### src/rtl/fpga_mmio_responder.sv
// ============================================================================
// Module   : fpga_mmio_responder
// Purpose  : Memory-mapped mailbox shared by an FPGA master and a CPU master.
//            The FPGA loads two operands and an opcode, the CPU posts a
//            result, the FPGA collects it. CPU has fixed priority.
// Revision : 1.0 - initial release
// ============================================================================
`default_nettype none

module fpga_mmio_responder (
  input  logic        clk,
  input  logic        nrst,
  // FPGA side
  input  logic        fpga_en,
  input  logic        fpga_write,
  input  logic [31:0] fpga_addr,
  input  logic [31:0] fpga_wdata,
  input  logic        fpga_clr_n,
  output logic [31:0] fpga_rdata,
  output logic        fpga_ack,
  // CPU side
  input  logic        cpu_en,
  input  logic        cpu_write,
  input  logic [31:0] cpu_addr,
  input  logic [31:0] cpu_wdata,
  output logic [31:0] cpu_rdata,
  output logic        cpu_ack,
  // Status
  output logic        ops_ready,
  output logic        result_valid
);

  // Register map (decimal byte addresses)
  localparam logic [31:0] c_ADDR_NUM1   = 32'd220;
  localparam logic [31:0] c_ADDR_NUM2   = 32'd240;
  localparam logic [31:0] c_ADDR_OP     = 32'd260;
  localparam logic [31:0] c_ADDR_RESULT = 32'd280;
  localparam logic [31:0] c_ADDR_STATUS = 32'd300;

  // Storage and sticky flags
  logic [31:0] r_num1;
  logic [31:0] r_num2;
  logic [31:0] r_op;
  logic [31:0] r_result;
  logic        r_w1;
  logic        r_w2;
  logic        r_wop;
  logic        r_rv;

  // Registered access outputs
  logic [31:0] r_fpga_rdata;
  logic [31:0] r_cpu_rdata;
  logic        r_fpga_ack;
  logic        r_cpu_ack;

  // Set on the edge that acknowledges an FPGA read of RESULT, so that the
  // valid flag drops one cycle after the ack (the ack cycle still shows it).
  logic        r_res_rd_ack;

  logic        w_cpu_gnt;
  logic        w_fpga_gnt;
  logic        w_fpga_wr;
  logic        w_cpu_wr;
  logic        w_ops_ready;
  logic [31:0] w_fpga_rd;
  logic [31:0] w_cpu_rd;

  // Fixed-priority arbitration: CPU always wins a contended cycle
  assign w_cpu_gnt   = cpu_en;
  assign w_fpga_gnt  = fpga_en & ~cpu_en;
  assign w_fpga_wr   = w_fpga_gnt & fpga_write;
  assign w_cpu_wr    = w_cpu_gnt & cpu_write;
  assign w_ops_ready = r_w1 & r_w2 & r_wop;

  // FPGA read-data mux over current (pre-update) register contents
  always_comb begin
    w_fpga_rd = '0;
    case (fpga_addr)
      c_ADDR_NUM1:   w_fpga_rd = r_num1;
      c_ADDR_NUM2:   w_fpga_rd = r_num2;
      c_ADDR_OP:     w_fpga_rd = r_op;
      c_ADDR_RESULT: w_fpga_rd = r_result;
      c_ADDR_STATUS: w_fpga_rd = {30'b0, r_rv, w_ops_ready};
      default:       w_fpga_rd = '0;
    endcase
  end

  // CPU read-data mux over the same map
  always_comb begin
    w_cpu_rd = '0;
    case (cpu_addr)
      c_ADDR_NUM1:   w_cpu_rd = r_num1;
      c_ADDR_NUM2:   w_cpu_rd = r_num2;
      c_ADDR_OP:     w_cpu_rd = r_op;
      c_ADDR_RESULT: w_cpu_rd = r_result;
      c_ADDR_STATUS: w_cpu_rd = {30'b0, r_rv, w_ops_ready};
      default:       w_cpu_rd = '0;
    endcase
  end

  // Access acknowledge and read data, one cycle after the grant
  always_ff @(posedge clk or negedge nrst) begin
    if (!nrst) begin
      r_fpga_ack   <= 1'b0;
      r_cpu_ack    <= 1'b0;
      r_fpga_rdata <= '0;
      r_cpu_rdata  <= '0;
      r_res_rd_ack <= 1'b0;
    end else begin
      r_fpga_ack   <= w_fpga_gnt;
      r_cpu_ack    <= w_cpu_gnt;
      // Writes return zero; the side not granted keeps its last data
      if (w_fpga_gnt)
        r_fpga_rdata <= fpga_write ? 32'd0 : w_fpga_rd;
      if (w_cpu_gnt)
        r_cpu_rdata  <= cpu_write ? 32'd0 : w_cpu_rd;
      r_res_rd_ack <= w_fpga_gnt & ~fpga_write & fpga_clr_n &
                      (fpga_addr == c_ADDR_RESULT);
    end
  end

  // Register file and flag update; soft clear overrides every write
  always_ff @(posedge clk or negedge nrst) begin
    if (!nrst) begin
      r_num1   <= '0;
      r_num2   <= '0;
      r_op     <= '0;
      r_result <= '0;
      r_w1     <= 1'b0;
      r_w2     <= 1'b0;
      r_wop    <= 1'b0;
      r_rv     <= 1'b0;
    end else if (!fpga_clr_n) begin
      r_num1   <= '0;
      r_num2   <= '0;
      r_op     <= '0;
      r_result <= '0;
      r_w1     <= 1'b0;
      r_w2     <= 1'b0;
      r_wop    <= 1'b0;
      r_rv     <= 1'b0;
    end else begin
      // Result consumed by the FPGA on the previous ack edge
      if (r_res_rd_ack)
        r_rv <= 1'b0;
      // New operands make any posted result stale
      if (w_fpga_wr) begin
        case (fpga_addr)
          c_ADDR_NUM1: begin
            r_num1 <= fpga_wdata;
            r_w1   <= 1'b1;
            r_rv   <= 1'b0;
          end
          c_ADDR_NUM2: begin
            r_num2 <= fpga_wdata;
            r_w2   <= 1'b1;
            r_rv   <= 1'b0;
          end
          c_ADDR_OP: begin
            r_op   <= fpga_wdata;
            r_wop  <= 1'b1;
            r_rv   <= 1'b0;
          end
          default: ;
        endcase
      end
      // A freshly posted result takes precedence over a pending consume
      if (w_cpu_wr && (cpu_addr == c_ADDR_RESULT)) begin
        r_result <= cpu_wdata;
        r_rv     <= 1'b1;
      end
    end
  end

  assign fpga_rdata   = r_fpga_rdata;
  assign fpga_ack     = r_fpga_ack;
  assign cpu_rdata    = r_cpu_rdata;
  assign cpu_ack      = r_cpu_ack;
  assign ops_ready    = w_ops_ready;
  assign result_valid = r_rv;

endmodule

`default_nettype wire

### config.mk
export PLATFORM = sky130hd
export DESIGN_NAME = fpga_mmio_responder
export DESIGN_NICKNAME = d
export VERILOG_FILES = /design/src/rtl/fpga_mmio_responder.sv
export SDC_FILE = /design/constraint.sdc
export NUM_CORES = 1
export LEC_CHECK = 0
export ABC_AREA = 1
export CELL_PAD_IN_SITES_DETAIL_PLACEMENT = 1
export CELL_PAD_IN_SITES_GLOBAL_PLACEMENT = 1
export CORE_UTILIZATION = 41
export DETAILED_ROUTE_END_ITERATION = 6
export PLACE_DENSITY_LB_ADDON = 0.3
export SYNTH_ARGS = -nofsm -noshare
export SYNTH_HDL_FRONTEND = slang
export SYNTH_SLANG_ARGS = --single-unit
### constraint.sdc
create_clock -name clk -period 1.4 [get_ports clk]
set_clock_uncertainty 0.05 [all_clocks]
set_input_delay 0.28 -clock clk [delete_from_list [all_inputs] [get_ports clk]]
set_output_delay 0.28 -clock clk [all_outputs]
set_load 0.02 [all_outputs]
==> results of run 1 <==
## routing by layer
metal	track usage [%]	GRT overflow
met1	88.3	6
met2	111	676
met3	79.8	24
met4	102	265
met5	48.9	3
## logic make-up after synthesis
group,Yosys count
DFF,199
and+or+nand+nor,929
AOI/OAI and AO/OA,106
buffers and inverters,151
## cells in the mapped netlist
master / count
nand2_1: 522
nand3_1: 247
dfrtp_1: 199
o21ai_0: 74
nor2_1: 67
nand4_1: 58
inv_1: 53
buf_2: 52
o21ai_1: 26
clkbuf_1: 22
nor2_2: 13
nand3_2: 10
buf_6: 8
inv_2: 7
nor2_4: 5
buf_4: 4
a21oi_1: 3
buf_1: 2
clkinv_1: 2
nand2_2: 2
nor3_1: 2
a21oi_2: 1
a21oi_4: 1
a31oi_1: 1
buf_8: 1
nand3b_1: 1
nand3b_2: 1
nor2_8: 1
## timing repair
| action | in CTS |
|---|---|
| hold endpoints to repair | 25 |
| gates cloned | 23 |
| pin swaps | 107 |
| hold buffers | 1 |
| setup buffers | 62 |
| resized for setup | 787 |
| endpoints found under the setup margin | 265 |
## metrics by stage
step | utilization (%) | std cells | setup slack [ns]
after floorplan | - | 1385 | -0.0499
after global placement | 55.0 | 1919 | -1.04
after detailed placement | 55.0 | 1919 | -1.18
after CTS | 63.2 | 2033 | -0.138
==> key figures, run 1 <==
Run status
  • Status: aborted with a tool error
  • Exit stage: 5_1_grt
  • Tool Error: [ERROR GRT-0232] Routing congestion too high. Check the congestion heatmap in the GUI.

Global route
  • Pin count of the biggest net entering global routing: 62
  • Antenna violations before repair: 10
  • Overflow after GRT: 974
  • GRT Util Overall: 93.6%

Synthesis
  • Avg Inst Size Synth: 7.48 um^2
  • Biggest area consumer among synthesized cells: dfrtp_1
  • Main combinational cell family by area after synthesis: simple AND/OR/NAND/NOR gates
  • Seq/Total Area, Yosys: 48.1%
  • FF+latch count, synth: 199
  • Largest cells by area after synthesis: dfrtp_1, nand2_1, nand3_1
  • Compound-Gate Fraction of Synth Area: 5.28%
  • Number of cells produced by synthesis: 1385
  • Post-synthesis mux area share: 0%
  • Post-Syn Nets: 1520
  • Distinct cell type count after synthesis: 28
  • Synth Area in Simple Gates: 39.7%
  • Area share of fa/ha/maj cells after synthesis: 0%
  • Mapped cell area: 10400 um^2
  • Syn. warnings: 0
  • XOR/XNOR share of the synthesized area: 0%
  • Synth top area share: 48.1%

Place
  • RD Place Congestion: 0.858
  • Detailed Place HPWL: 26.7 mm
  • Placed cell area: 13500 um^2
  • Port bufs: 202

Floorplanning
  • Die H: 161 um
  • DIE WIDTH: 161 um
  • IO Count: 203
  • Starting Density: 42.2%
  • FP Rows: 57

CTS
  • Htree depth: 4
  • Clock sinks: 199
  • CTS root buf: clkbuf_16
  • Clock Tree Buf Depth: 2
  • TritonCTS Buffers: 17

STA
  • GR repair worst EP: ops_ready
  • Worst endpoint type: top-level output
==> inputs of run 2 (changes only) <==
==> config.mk (replaced) <==
export PLATFORM = sky130hd
export DESIGN_NAME = fpga_mmio_responder
export DESIGN_NICKNAME = d
export VERILOG_FILES = /design/src/rtl/fpga_mmio_responder.sv
export SDC_FILE = /design/constraint.sdc
export NUM_CORES = 1
export LEC_CHECK = 0
export ABC_AREA = 1
export CORE_UTILIZATION = 40
export DETAILED_ROUTE_END_ITERATION = 6
export PLACE_DENSITY_LB_ADDON = 0.15
export SYNTH_ARGS = -nofsm -noshare
export SYNTH_HDL_FRONTEND = slang
export SYNTH_SLANG_ARGS = --single-unit
==> run 2 against run 1 <==
Compared with the run above:
- the flow now finishes, with violations (negative setup slack)
- synthesized cell count did not move
- area after synthesis unchanged
==> key figures, run 2 <==
STA
  • Unrepaired setup endpoints after global routing: yes
  • Final period utilization: 113%
  • Fmax: 635 MHz
  • Fin. max-slew vios: 0
  • Min cycle time layout: 1.58 ns
  • Finish-stage setup viols: 116
  • Final Hold Fails: 0
  • Smallest setup slack after layout: -0.175 ns
  • Slew HR: 68.2%
  • Worst slew pin tran: 0.477 ns

CTS
  • TritonCTS Buffers: 17 (unchanged)
  • Clock Tree Buf Depth: 2 (unchanged)
  • CTS tree: done
  • Worst skew pair latency: 0.45 ns
  • CTS root buf: clkbuf_16
  • Htree depth: 4 (unchanged)
  • Worst-path clk slew: 0.08 ns
  • Clock sinks: 199 (unchanged)

Layout
  • Layout Cells excl Fill: 2057
  • Commonest cells after routing, fill and taps aside: nand2_1, dfrtp_1, nand3_1
  • Commonest non-fill, non-tap cell in the layout: nand2_1
  • Share of post-route cells with drive strength above 1: 42.5%
  • Diode count: 0
  • Fill cells: 1894
  • Fin nets: 1849
  • Area growth syn-to-layout: 65.6%

Run status
  • Failing checks: negative setup slack
  • Status: finished, violations left

Floorplanning
  • Starting Density: 41.0% (-1.2 points)
  • Die area: 26500 um^2
  • Core footprint: 25300 um^2
  • FP Rows: 58 (+1.8%)
  • DIE WIDTH: 163 um (+1.2%)
  • IO Count: 203 (unchanged)
  • Die H: 163 um (+1.2%)

Place
  • Placed insts: 1912 (-0.36%)
  • Detailed Place HPWL: 23.5 mm (-12%)
  • Port bufs: 202 (unchanged)
  • RD Place Congestion: 0.857 (-0.22%)
  • Setup WS pre-CTS: -1.06 ns (+0.113 ns)

Global route
  • Overflow after GRT: 0
  • GRT Util Overall: 31.4%
  • Vias in the first global route: 11234
  • Pin count of the biggest net entering global routing: 44
  • GR Layer Usage met1: 41.1%
  • Met3 GRT Util: 5.98%
  • Grt met2 use: 50.3%
  • First-pass GRT wire length: 63.4 mm
  • Most used routing layer in global routing: met2
  • Antenna violations before repair: 0

Route
  • Final WL: 45.3 mm
  • ANT nets after route: 0
  • Vias: 12045
  • Drt first-iter violations: 1348
  • Vias/cell: 5.86
  • Routed len/inst: 22.0 um
  • Remaining DRCs: 0
  • First-pass DRT Iterations: 6

Pwr
  • Pleak: 0.00847 uW
  • VDD IR-drop max: 966 uV
  • Pwr Density: 762 nW/um^2

Synthesis
  • Avg Inst Size Synth: 7.48 um^2 (unchanged)
  • Top cells by count, synth: nand2_1, nand3_1, dfrtp_1, o21ai_0, nor2_1
  • FF+latch count, synth: 199 (unchanged)
  • Synth Flop Type: dfrtp_1
  • Post-synth EDFFs: 0 (unchanged)
  • Seq/Total Area, Yosys: 48.1% (unchanged)
  • Post-Syn Nets: 1520 (unchanged)
  • Post-synth ARST share: 100% (unchanged)
  • Top-count cell post-synth: nand2_1
  • Synth top area share: 48.1% (unchanged)
  • Distinct cell type count after synthesis: 28 (unchanged)
  • Biggest area consumer among synthesized cells: dfrtp_1
  • Largest cells by area after synthesis: dfrtp_1, nand2_1, nand3_1
  • Mapped cell area: 10400 um^2 (unchanged)
  • Number of cells produced by synthesis: 1385 (unchanged)
  • Syn. warnings: 0 (unchanged)

Setup path
  • Worst path bufs/invs: 2
  • CP Max Fanout: 2
  • Crit-path max cell delay: 0.37 ns
  • CP arrival: 1.25 ns
  • CP Launch Type: flip-flop
  • Crit Path Category: reg -> out
  • Crit-path leading delay family: flip-flops
  • CP Cell Sequence: inv_2 > nor3_4 > buf_6
  • Required @ worst endpoint: 1.07 ns
  • Slowest CP cell: dfrtp_1
  • Crit. End Element: output pin

Worst hold path
  • HP Class: in -> async

Run
  • Max-Cap Viols: 0
## run 2: cell counts after synthesis
No cell type changed its count.
## run 2: logic make-up (layout without fill, tap and decap cells)
kind of cell           Yosys count  after routing  share of synthesized area (%)
AND/OR/NAND/NOR                929            930                           39.7
AO/OA/AOI/OAI                  106            106                           5.28
flip-flops                     199            199                           48.1
buffers and inverters          151            492                           6.94
## run 2: what timing repair did
action                                 4_1_cts  5_1_grt
setup endpoints to repair                  265      188
gates cloned                                31       14
hold buffers                                 1        1
buffers inserted                            62       22
pin swaps                                  120      171
endpoints found under the hold margin       27        1
resized for setup                          722      397
## run 2: per-layer routing
layer | vias to the layer above | routed length, um
met5 | - | 0
met4 | 0 | 2770
met3 | 219 | 4800
met2 | 851 | 20700
met1 | 5726 | 17100
li1 | 5249 | -
## run 2: worst register-to-register path, delay by kind of cell (launching register included)
| kind | cells | cell delay, ns |
|---|---|---|
| AND/OR/NAND/NOR | 7 | 0.57 |
| buffers and inverters | 3 | 0.30 |
| flip-flops | 1 | 0.37 |
## run 2: final cells by class
class	count	area, um^2	share of cell area [%]
clock buffers	17	425	2.48
clock inverters	15	174	1.01
inverters	62	285	1.66
multi-input cells	1036	6260	36.5
flip-flops and latches	199	4980	29.0
well taps	330	413	2.41
repair buffers	398	4600	26.8
## run 2: final timing paths
path                            slack (ns)       endpoint           from  cells after the start
worst max register to register        0.07  fpga_rdata[0]           r_w1                     10
worst max-delay path                 -0.18      ops_ready           r_w1                      3
min in group clk                      0.28       fpga_ack         cpu_en                      4
worst min-delay path                  0.25      r_num1[8]           nrst                      2
max in group asynchronous             0.47   r_result[29]           nrst                      3
worst min register to register        0.42  cpu_rdata[24]  cpu_rdata[24]                      2
## run 2: power by group
| group | switching [uW] | internal (uW) | total [uW] |
|---|---|---|---|
| registers | 272 | 5960 | 6230 |
| clock network | 2620 | 2420 | 5050 |
| logic | 952 | 833 | 1780 |
## run 2: through the flow
step	hold slack (ns)	utilization, %	instance area (um^2)	power [uW]	setup TNS [ns]
CTS	0.143	61.0	15400	12700	-1.40
global route	0.274	67.9	17100	13500	-11.40
global placement	0.162	53.2	13400	7460	-158.36
finish	0.251	67.9	17100	13100	-4.70
floorplan	-0.0656	-	10500	6660	-1.24
detailed placement	0.167	53.2	13400	7490	-160.77
Power figures use the tool's default switching activity.
==> inputs of run 3 (changes only) <==
--- a/config.mk
+++ b/config.mk
@@ -9,6 +9,7 @@
 export CORE_UTILIZATION = 40
 export DETAILED_ROUTE_END_ITERATION = 6
 export PLACE_DENSITY_LB_ADDON = 0.15
+export SETUP_SLACK_MARGIN = 0.2
 export SYNTH_ARGS = -nofsm -noshare
 export SYNTH_HDL_FRONTEND = slang
 export SYNTH_SLANG_ARGS = --single-unit
==> run 3 against run 2 <==
Compared with the run above:
- critical path type is now in -> reg
- non-clock buffer count grew 69
- combinational power increased by 13%
- die area did not move
- worst setup slack worse by 0.15 ns
- the flow finishes with violations (design-rule violations, negative setup slack)
==> key figures, run 3 (synthesis results as in run 2) <==
CTS
  • TritonCTS Buffers: 17 (unchanged)
  • Clock Tree Buf Depth: 2 (unchanged)
  • Clock sinks: 199 (unchanged)
  • CTS root buf: clkbuf_16
  • Worst-path clk slew: 0.08 ns (about the same)
  • Htree depth: 4 (unchanged)
  • Worst skew pair latency: 0.46 ns (about the same)
  • CTS tree: done

Setup path
  • CP Launch Type: primary input
  • CP Cell Sequence: buf_6 > nor2_4 > nand2_2 > inv_2 > nand2_2 > nor2_4 > buf_6 > buf_6 > nand2_4 > buf_6 > inv_4 > a21oi_4 > clkbuf_16 > buf_12 > o21ai_1
  • Crit Path Category: in -> reg
  • CP Max Fanout: 7 (+5)
  • CP arrival: 2.03 ns (+0.78 ns)
  • R2R depth: 4 (-6)
  • Most frequent CP cell: buf_6
  • Slowest CP cell: o21ai_1
  • Crit-path max cell delay: 0.23 ns (-0.14 ns)
  • FF-to-FF setup slack: -0.05 ns (-0.12 ns)
  • Required @ worst endpoint: 1.70 ns (+0.63 ns)
  • Crit. End Element: flip-flop

Run
  • Max-Cap Viols: 0 (unchanged)

Floorplanning
  • Die H: 163 um (unchanged)
  • Core footprint: 25300 um^2 (unchanged)
  • IO Count: 203 (unchanged)
  • Starting Density: 41.0% (unchanged)
  • FP Rows: 58 (unchanged)
  • DIE WIDTH: 163 um (unchanged)
  • Die area: 26500 um^2 (unchanged)

Route
  • Routed len/inst: 26.2 um (+19%)
  • M1 wire length: 18.4 mm (+7.9%)
  • First-pass DRT Iterations: 7 (+1)
  • Drt first-iter violations: 1774 (+32%)
  • Final WL: 55.7 mm (+23%)
  • Wire length on met3: 7.71 mm (+61%)
  • DR WL met2: 25.0 mm (+21%)
  • Vias/cell: 6.18 (+5.6%)
  • Vias: 13142 (+9.1%)
  • ANT nets after route: 0 (unchanged)
  • Remaining DRCs: 13 (+13)
  • Top Layer Used: met5

Run status
  • Failing checks: design-rule violations, negative setup slack
  • Status: finished, violations left

STA
  • Min cycle time layout: 1.73 ns (+0.150 ns)
  • Setup tns final: -18.67 ns (-13.97 ns)
  • Worst slew pin tran: 0.516 ns (+0.0384 ns)
  • Final period utilization: 123% (+11 points)
  • Smallest setup slack after layout: -0.325 ns (-0.150 ns)
  • Fin. max-slew vios: 0 (unchanged)
  • Min Hold Slack: 0.0565 ns (-0.194 ns)
  • Finish-stage setup viols: 157 (+35%)
  • Unrepaired setup endpoints after global routing: yes
  • Final Hold Fails: 0 (unchanged)
  • Fmax: 580 MHz (-8.7%)
  • Slew HR: 65.5% (-2.7 points)

Place
  • Port bufs: 202 (unchanged)
  • RD Place Congestion: 0.864 (+0.85%)
  • Detailed Place HPWL: 23.4 mm (-0.22%)
  • Placed cell area: 13500 um^2 (+0.34%)
  • Setup WS pre-CTS: -1.15 ns (-0.0897 ns)

Layout
  • Final Cell Area: 18800 um^2 (+9.4%)
  • Final core utilization: 74.3% (+6.4 points)
  • Share of post-route cells with drive strength above 1: 49.4% (+6.9 points)
  • Fin nets: 1918 (+3.7%)
  • Commonest non-fill, non-tap cell in the layout: nand2_1
  • Fill cells: 1625 (-14%)
  • Diode count: 0 (unchanged)
  • Commonest cells after routing, fill and taps aside: nand2_1, dfrtp_1, nand3_1
  • Area growth syn-to-layout: 81.1%

Global route
  • GRT Util Overall: 32.3% (+0.90 points)
  • Vias in the first global route: 11748 (+4.6%)
  • Antenna violations before repair: 0 (unchanged)
  • Overflow after GRT: 0 (unchanged)
  • First-pass GRT wire length: 65.0 mm (+2.6%)
  • Pin count of the biggest net entering global routing: 42 (-4.5%)

Pwr
  • Pwr Density: 726 nW/um^2 (-4.7%)
  • Pleak: 0.00931 uW (+9.9%)
  • VDD IR-drop max: 810 uV (-16%)

Worst hold path
  • HP Class: in -> reg
  • Hold path depth: 1
run 3: changes by cell type in the layout (fill, tap and decap cells not counted), moves of 21 or more:
cell / before / now
buf_4: 60 / 107
buf_6: 63 / 148
o21ai_1: 27 / 51
o21ai_0: 32 / 2
nand2_4: 66 / 87
buf_2: 98 / 34
nand2_2: 93 / 145
nand2_1: 365 / 292
run 3: power by group:
part | switching, uW | total [uW] | internal (uW) | leakage, uW
registers | 310 | 6270 | 5960 | 0.00268
logic | 1100 | 2010 | 909 | 0.00633
clock network | 2760 | 5340 | 2580 | 0.000294
run 3: through the flow:
stage / total power, uW / cells
detailed placement: 7510 / 1915
CTS: 12700 / 2057
finish: 13600 / 2126
global placement: 7490 / 1915
global route: 13800 / 2126
floorplan: 6680 / 1385
run 3: final timing paths:
check                                 to           from
max in group asynchronous     r_num1[31]           nrst
min in group asynchronous    r_result[0]           nrst
setup / recovery                 r_op[0]  fpga_addr[23]
hold reg to reg            cpu_rdata[22]  cpu_rdata[22]
setup reg to reg            cpu_rdata[8]      r_num1[8]
hold / removal                   cpu_ack         cpu_en
run 3: final cells by class:
cell class                 instances  area (um^2)  share of cell area, %
multi-input combinational       1036         6620                   35.3
timing repair buffer             467         5850                   31.2
sequential                       199         4980                   26.6
clock buffer                      17          425                   2.27
tap                              330          413                   2.20
inverter                          62          287                   1.53
clock inverter                    15          183                  0.974
run 3: timing repair:
action / CTS / global route
hold buffers: 1 / 0
cloned: 29 / 34
setup buffers: 80 / 35
endpoints found under the hold margin: 24 / 0
pin swaps: 129 / 159
resized for setup: 926 / 427
endpoints found under the setup margin: 265 / 263
run 3: layer usage:
| metal | global-route usage, % | vias up |
|---|---|---|
| met5 | 0 | - |
| met4 | 16.4 | 2 |
| met3 | 6.11 | 429 |
| met2 | 53.1 | 1213 |
| met1 | 40.6 | 6133 |
| li1 | - | 5365 |
run 3: critical path: cells and delay by family:
family	cells	cell delay (ns)
AND/OR/NAND/NOR	5	0.47
buffers and inverters	8	0.93
AO/OA/AOI/OAI	2	0.34
==> inputs of run 4 (changes only) <==
--- a/config.mk
+++ b/config.mk
@@ -6,6 +6,7 @@
 export NUM_CORES = 1
 export LEC_CHECK = 0
 export ABC_AREA = 1
+export CORE_MARGIN = 5
 export CORE_UTILIZATION = 40
 export DETAILED_ROUTE_END_ITERATION = 6
 export PLACE_DENSITY_LB_ADDON = 0.15
==> run 4 against run 3 <==
Compared with the run above:
- worst setup slack better by 0.080 ns
- final cell count grew 1.3%
- die area grew 10%
- combinational power is 5% higher
- the run still ends with design-rule violations, negative setup slack left
- hold slack improved by 0.037 ns
- critical endpoint is now ops_ready
- critical path depth shrank 12
- register-to-register slack about the same
- sequential share of layout area decreased by 1.2 points
- largest power group unchanged
==> key figures, run 4 (synthesis results as in run 2) <==
Run status
  • Status: finished, violations left
  • Failing checks: design-rule violations, negative setup slack

Layout
  • Share of post-route cells with drive strength above 1: 52.0% (+2.6 points)
  • Layout Cells excl Fill: 2153 (+1.3%)
  • Commonest non-fill, non-tap cell in the layout: nand2_1
  • Area growth syn-to-layout: 89.9%
  • Fin nets: 1945 (+1.4%)
  • Diode count: 0 (unchanged)
  • Fill cells: 1434 (-12%)
  • Commonest cells after routing, fill and taps aside: nand2_1, dfrtp_1, buf_6
  • Final Cell Area: 19700 um^2 (+4.8%)
  • Final core utilization: 77.6% (+3.4 points)

Setup path
  • Reg-to-reg startpoint: r_w2
  • Required @ worst endpoint: 1.07 ns (-0.63 ns)
  • Crit. End Element: output pin
  • Crit path to: ops_ready
  • FF-to-FF setup slack: -0.04 ns (about the same)
  • Crit-path max cell delay: 0.38 ns (+0.15 ns)
  • R2R Path End: fpga_rdata[0]
  • CP arrival: 1.31 ns (-0.72 ns)
  • Crit Path Category: reg -> out
  • CP Max Fanout: 2 (-5)
  • Slowest CP cell: dfrtp_1
  • Setup crit start: r_w2
  • CP Cell Sequence: inv_2 > nor3_4 > buf_6
  • CP Launch Type: flip-flop
  • R2R depth: 10 (+6)

Global route
  • Pin count of the biggest net entering global routing: 41 (-2.4%)
  • Overflow after GRT: 0 (unchanged)
  • GRT Util Overall: 32.0% (-0.29 points)
  • First-pass GRT wire length: 71.8 mm (+10%)
  • Vias in the first global route: 12714 (+8.2%)
  • Antenna violations before repair: 1 (+1)

STA
  • Slew HR: 71.0% (+5.5 points)
  • Min cycle time layout: 1.64 ns (-0.0804 ns)
  • Fmax: 608 MHz (+4.9%)
  • Final Hold Fails: 0 (unchanged)
  • Worst slew pin tran: 0.435 ns (-0.0804 ns)
  • Unrepaired setup endpoints after global routing: yes
  • Final period utilization: 117% (-5.7 points)
  • Finish-stage setup viols: 180 (+15%)
  • Smallest setup slack after layout: -0.245 ns (+0.0804 ns)
  • Min Hold Slack: 0.0930 ns (+0.0366 ns)
  • Fin. max-slew vios: 0 (unchanged)

Floorplanning
  • Starting Density: 40.9% (-0.12 points)
  • Core footprint: 25300 um^2 (+0.29%)
  • Die H: 171 um (+4.9%)
  • DIE WIDTH: 171 um (+4.9%)
  • IO Count: 203 (unchanged)
  • FP Rows: 58 (unchanged)
  • Die area: 29200 um^2 (+10%)

CTS
  • TritonCTS Buffers: 17 (unchanged)
  • Clock Tree Buf Depth: 2 (unchanged)
  • CTS tree: done
  • Worst skew pair latency: 0.46 ns (about the same)
  • Clock sinks: 199 (unchanged)
  • Htree depth: 4 (unchanged)
  • Worst-path clk slew: 0.08 ns (about the same)
  • CTS root buf: clkbuf_16

Place
  • RD Place Congestion: 0.846 (-2.0%)
  • Detailed Place HPWL: 23.3 mm (-0.41%)
  • Port bufs: 202 (unchanged)
  • Placed insts: 1910 (-0.26%)
  • Placed cell area: 13500 um^2 (about the same)

Route
  • Routed len/inst: 27.1 um (+3.3%)
  • First-pass DRT Iterations: 7 (unchanged)
  • Final WL: 58.3 mm (+4.6%)
  • Remaining DRCs: 6 (-7)
  • Vias/cell: 6.31 (+2.2%)
  • ANT nets after route: 0 (unchanged)
  • Drt first-iter violations: 2120 (+20%)
  • Vias: 13596 (+3.5%)

Worst hold path
  • HP Class: in -> reg

Run
  • Max-Cap Viols: 0 (unchanged)

Pwr
  • Pleak: 0.00944 uW (+1.4%)
  • Pwr Total: 13600 uW (about the same)
  • VDD IR-drop max: 888 uV (+9.6%)
  • Pwr Density: 692 nW/um^2 (-4.6%)
==> run 4: what timing repair did <==
action	4_1_cts	5_1_grt
setup buffers	105	42
gates cloned	44	20
endpoints found under the setup margin	265	264
gates resized for setup	1034	411
hold endpoints to repair	133	0
hold buffers	1	0
pin swaps	176	154
==> run 4: final cells by class <==
cell class / count / area, um^2 / share of cell area (%)
Clock buffer: 17 / 425 / 2.16
Timing Repair Buffer: 494 / 6480 / 33.0
Sequential cell: 199 / 4980 / 25.3
Tap cell: 330 / 413 / 2.10
Clock inverter: 15 / 175 / 0.891
Multi-Input combinational cell: 1036 / 6920 / 35.2
Inverter: 62 / 264 / 1.34
==> run 4: routing by layer <==
metal	vias up	share of wire [%]	global-route usage [%]
met5	-	0	0
met4	0	9.3	18.0
met3	509	14	8.43
met2	1271	44	50.3
met1	6381	34	40.4
li1	5435	-	-
==> run 4: worst min path at each step <==
stage | startpoint | end | slack (ns) | cells after the start
after global routing | cpu_en | cpu_ack | 0.09 | 1
final | cpu_en | cpu_ack | 0.09 | 1
after CTS | cpu_en | cpu_ack | 0.08 | 1
after floorplan | nrst | cpu_ack | -0.07 | 0
after global placement | nrst | fpga_ack | 0.15 | 1
after detailed placement | nrst | fpga_ack | 0.15 | 1
==> run 4: report_power, final <==
group / switching, uW / internal, uW
Sequential: 364 / 5960
Clock: 2750 / 2430
Combinational: 1130 / 983
Total: 4240 / 9370
==> run 4: critical path: cells and delay by family, from the launching register on <==
family | cells | cell delay [ns]
buffers and inverters | 2 | 0.22
DFF | 1 | 0.38
and+or+nand+nor | 1 | 0.26
==> run 4: metrics by stage <==
stage	TNS, ns	setup WS, ns
CTS	-4.13	-0.182
detailed placement	-158.14	-1.17
global placement	-153.04	-1.11
floorplan	-2.20	-0.0491
finish	-19.18	-0.245
global route	-26.24	-0.292
